==> config.mk <==
export PLATFORM = sky130hd
export DESIGN_NAME = ai_player
export DESIGN_NICKNAME = d
export VERILOG_FILES = /design/src/rtl/pong_pkg.sv /design/src/rtl/tick_gen.sv /design/src/rtl/ai_player.sv
export SDC_FILE = /design/constraint.sdc
export NUM_CORES = 1
export LEC_CHECK = 0
export ABC_AREA = 1
export BUFFER_PORTS_ARGS = -buffer_cell sky130_fd_sc_hd__buf_4
export CAP_MARGIN = 20
export CORE_UTILIZATION = 57
export DETAILED_ROUTE_END_ITERATION = 6
export PLACE_DENSITY = 0.82
export SYNTH_ARGS = -nofsm -noshare
export SYNTH_HDL_FRONTEND = slang
export SYNTH_SLANG_ARGS = --single-unit
==> constraint.sdc <==
create_clock -name clk -period 2.7 [get_ports clk]
set_clock_uncertainty 0.2 [all_clocks]
set_input_delay 0.54 -clock clk [delete_from_list [all_inputs] [get_ports clk]]
set_output_delay 0.54 -clock clk [all_outputs]
set_load 0.01 [all_outputs]
==> src/rtl/pong_pkg.sv <==
// rtl/pong_pkg.sv - shared Pong state encoding and screen geometry
package pong_pkg;

    typedef enum logic [1:0] {
        IDLE  = 2'd0,
        HOME  = 2'd1,
        REACT = 2'd2,
        TRACK = 2'd3
    } state_e;

    localparam logic [9:0] SCREEN_H = 10'd600;
    localparam logic [9:0] TOP      = 10'd5;
    localparam logic [9:0] BOTTOM   = 10'd590;
    localparam logic [9:0] HOME_Y   = 10'd300;

endpackage

==> src/rtl/tick_gen.sv <==
// rtl/tick_gen.sv - free-running divider producing a one-cycle tick every TICK_DIV clocks
module tick_gen #(
    parameter int TICK_DIV = 50000
) (
    input  logic clk,
    input  logic rst,
    output logic tick
);

    localparam int CW = (TICK_DIV > 1) ? $clog2(TICK_DIV) : 1;

    logic [CW-1:0] cnt_q;
    logic [CW-1:0] cnt_d;

    always_comb begin
        tick  = (cnt_q == CW'(TICK_DIV - 1));
        cnt_d = tick ? '0 : cnt_q + 1'b1;
    end

    always_ff @(posedge clk) begin
        if (rst) begin
            cnt_q <= '0;
        end else begin
            cnt_q <= cnt_d;
        end
    end

endmodule

==> src/rtl/ai_player.sv <==
// rtl/ai_player.sv - computer paddle opponent driving up/down button pulses
module ai_player
    import pong_pkg::*;
#(
    parameter int TICK_DIV    = 50000,
    parameter int REACT_TICKS = 8,
    parameter int DEADBAND    = 4,
    parameter int CENTER_OFS  = 5
) (
    input  logic       clk,
    input  logic       rst,
    input  logic       enable,
    input  logic [9:0] ball_y,
    input  logic       ball_toward,
    input  logic [9:0] pos_ply,
    output logic       btn_up,
    output logic       btn_down,
    output logic       tracking
);

    localparam int RW = (REACT_TICKS > 0) ? $clog2(REACT_TICKS + 1) : 1;
    localparam logic signed [11:0] DB = 12'(DEADBAND);
    localparam logic signed [11:0] CO = 12'(CENTER_OFS);

    logic tick;

    tick_gen #(.TICK_DIV(TICK_DIV)) u_tick_gen (
        .clk  (clk),
        .rst  (rst),
        .tick (tick)
    );

    state_e            state_q, state_d;
    logic [RW-1:0]     react_q, react_d;
    logic              btn_up_q, btn_up_d;
    logic              btn_down_q, btn_down_d;
    logic              tracking_q, tracking_d;
    logic [9:0]        target;
    logic              has_target;
    logic signed [11:0] err;
    logic              move;

    always_comb begin
        state_d = state_q;
        react_d = react_q;
        if (!enable) begin
            state_d = IDLE;
        end else begin
            case (state_q)
                IDLE:  state_d = HOME;
                HOME: begin
                    if (ball_toward) begin
                        state_d = REACT;
                        react_d = '0;
                    end
                end
                REACT: begin
                    // Ball turning away wins over an expiring reaction delay.
                    if (!ball_toward) begin
                        state_d = HOME;
                    end else if (react_q == RW'(REACT_TICKS)) begin
                        state_d = TRACK;
                    end else if (tick) begin
                        react_d = react_q + 1'b1;
                    end
                end
                TRACK: begin
                    if (!ball_toward) state_d = HOME;
                end
                default: state_d = IDLE;
            endcase
        end

        target     = HOME_Y;
        has_target = 1'b0;
        case (state_q)
            HOME:    begin target = HOME_Y; has_target = 1'b1; end
            TRACK:   begin target = ball_y; has_target = 1'b1; end
            default: begin target = HOME_Y; has_target = 1'b0; end
        endcase

        err  = $signed({2'b00, target}) - $signed({2'b00, pos_ply}) - CO;
        move = tick && enable && has_target;

        btn_down_d = move && (err > DB) && (pos_ply < BOTTOM);
        btn_up_d   = move && (err < -DB) && (pos_ply > TOP);
        tracking_d = (state_d == TRACK);
    end

    always_ff @(posedge clk) begin
        if (rst) begin
            state_q    <= IDLE;
            react_q    <= '0;
            btn_up_q   <= 1'b0;
            btn_down_q <= 1'b0;
            tracking_q <= 1'b0;
        end else begin
            state_q    <= state_d;
            react_q    <= react_d;
            btn_up_q   <= btn_up_d;
            btn_down_q <= btn_down_d;
            tracking_q <= tracking_d;
        end
    end

    assign btn_up   = btn_up_q;
    assign btn_down = btn_down_q;
    assign tracking = tracking_q;

endmodule

==> impl_metrics.ini <==
[outcome]
status = finished clean

[routing]
ant_nets = 0
dr.max_layer_used = met4
drt-total-wl_microns = 3690
drc = 0
drt-initial-drc-count = 110
wl_met2_microns = 1730
via_per_inst = 4.94
met3_length_microns = 112
first_pass_iters = 4
drt-met1-wl_microns = 1790
vias = 1790
wl_per_cell_microns = 10.2

[worst_setup_path]
reg2reg_depth = 13
reg2reg_slack_ns = 0.20
cp.required_ns = 2.75
critPathMaxFanout = 10
cp-endpoint = btn_down
crit_path_end_kind = register
crit_start = state_q[1]
arrival_ns = 2.55
worstSetupPathType = register to register
worstSetupStartpointType = register
r2r_end = btn_down
r2r-start = state_q[1]

[global_routing]
grt-ovfl-total = 0
grt_use_total = 0.236
antenna_found_initial = 0
grt_max_degree = 16
grt_pass1_wl_microns = 6390
grt_pass1_vias = 1590

[clock_network]
h-tree-depth = 1
cts_tree = done
cts_sinks = 25
clk_pin_slew_ns = 0.14
clkLatencyLatePin_ns = 0.33
cts-root-buf = clkbuf_4
post_cts_buffers = 0
cts_buffers = 3
clockBufferDepth = 2

[synth]
syn-num-nets = 326
synth_edf_count = 0
yosysUniqueCellTypes = 31
ys.flop_type = dfxtp_1
synthArstFlopShare = 0
syn_area_sq_um = 1870
seq_area_frac_synth = 0.268
synth_cells = 287
ys_top_cells_by_area = dfxtp_1, nand2_1, ha_1
synth_top_cell_area_share = 0.268
syn_avg_cell_area_sq_um = 6.51
yosys_warnings = 0
ys_ff_latch = 25
synth_top_cell_by_area = dfxtp_1

[finish]
layout_common_cells = nand2_1, inv_1, nor2_1
layout-drive-gt1-share = 0.182
final_cells = 362
antenna_cells = 0
area_growth_pct = 15.3
fillers = 264
stdcell_area_sq_um = 2150
layout_commonest_cell = nand2_1
final_nets = 358

[placement]
dp.cells = 358
gp_congestion = 0.846
dp_hpwl_microns = 3050
dpl_cell_area_sq_um = 2120
pre_cts_slack_ns = 0.118
portBuffers = 26

[floorplan]
die_x_microns = 59.2
io_pins = 27
start_util = 0.607
dieArea_sq_um = 3510
die_h_microns = 59.2
placementRows = 20
core_sq_um = 3080

[sta]
period_minus_slack_ns = 2.50
fin_crit_sh = 0.926
max_slew.worst_pin.slew_ns = 0.320
whs_ns = 0.224
max-slew-margin-rel = 0.786
report.final.hold_viol_count = 0
setup_violations = 0
finalMaxSlewViolations = 0
fmax_mhz = 400
worst_slack_ns = 0.199

[power]
p_per_area_nw_per_um2 = 316
ir_worst_vdd_uv = 222
total_power_mw = 0.681
p_leak_nw = 1.00

[worst_hold_path]
hold_path.class = input port to register
min-delay-start = rst

[job]
cap_violations = 0
==> how the worst min path moves through the flow <==
| stage | end | slack, ns | cells after the start |
|---|---|---|---|
| after floorplan | u_tick_gen.cnt_q[0] | 0.22 | 1 |
| after global routing | react_q[3] | 0.23 | 2 |
| after CTS | react_q[0] | 0.22 | 2 |
| final | react_q[0] | 0.22 | 2 |
| after global placement | u_tick_gen.cnt_q[0] | 0.23 | 1 |
| after detailed placement | u_tick_gen.cnt_q[0] | 0.24 | 1 |
==> worst max-delay path: stages (launching register included) <==
cell and delay, ns:
dfxtp_1 0.41, nand2_2 0.17, or2_2 0.31, ha_1 0.35, a21oi_1 0.21, nand2_1 0.10, nand2_1 0.09, nand2_1 0.06
nand2_1 0.06, nand2_1 0.05, nor2_1 0.18, nand3b_1 0.09, nor2_1 0.10, nor2_1 0.05
==> state kept, by name, indices dropped and copies added, names as in the netlist <==
register          cells
tracking              1
u_tick_gen.cnt_q     16
btn_up                1
btn_down              1
state_q               2
react_q               4
==> per-layer routing <==
metal | track usage | vias up
met3 | 0.0393 | 5
met2 | 0.406 | 37
met4 | 0.0714 | 0
met1 | 0.300 | 766
li1 | - | 982
met5 | 0 | -
==> cells in the mapped netlist (3+ instances only) <==
cell type and count:
nor2_2 4, a21oi_1 18, nand2_1 61, nand4_1 7, o21ai_0 4, nor2_1 40, xor2_1 4, ha_1 14
nor3_1 6, o21a_1 3, inv_2 4, nand3_1 23, inv_1 46, or2_2 6, nand3_2 3, dfxtp_1 25
==> final cells by class <==
type / count / area [sq um] / share of cell area
inverters: 50 / 188 / 0.0871
flip-flops and latches: 25 / 500 / 0.232
clock inverters: 1 / 7.51 / 0.00348
multi-input cells: 211 / 1170 / 0.544
clock buffers: 3 / 22.5 / 0.0105
repair buffers: 28 / 210 / 0.0976
well taps: 44 / 55.1 / 0.0256
==> what timing repair did <==
| action | 4_1_cts | 5_1_grt |
|---|---|---|
| setup endpoints to repair | 0 | 2 |
| gates resized for setup | 0 | 1 |
| hold buffers | 0 | 0 |
==> power by group <==
group / internal [mW] / switching (mW) / total (mW)
combinational: 0.0590 / 0.0720 / 0.131
sequential: 0.374 / 0.00318 / 0.377
clock: 0.0568 / 0.116 / 0.173
==> metrics by stage <==
| stage | utilization | TNS [ns] |
|---|---|---|
| 2_1_floorplan | - | 0 |
| 3_3_place_gp | 0.689 | 0 |
| 3_5_place_dp | 0.689 | 0 |
| 4_1_cts | 0.699 | 0 |
| 5_1_grt | 0.700 | -0.0135 |
| 6_report | 0.700 | 0 |
==> cells by family (layout without fill, tap and decap cells) <==
kind of cell	count (synthesis)	in the layout	synth area share
and+or+nand+nor	160	160	0.404
buffers and inverters	51	82	0.106
AOI/OAI and AO/OA	31	31	0.0938
DFF	25	25	0.268
adders and majority gates	15	15	0.104
xor gates and xnor gates	5	5	0.0234
(Power assumes the default switching activity.)
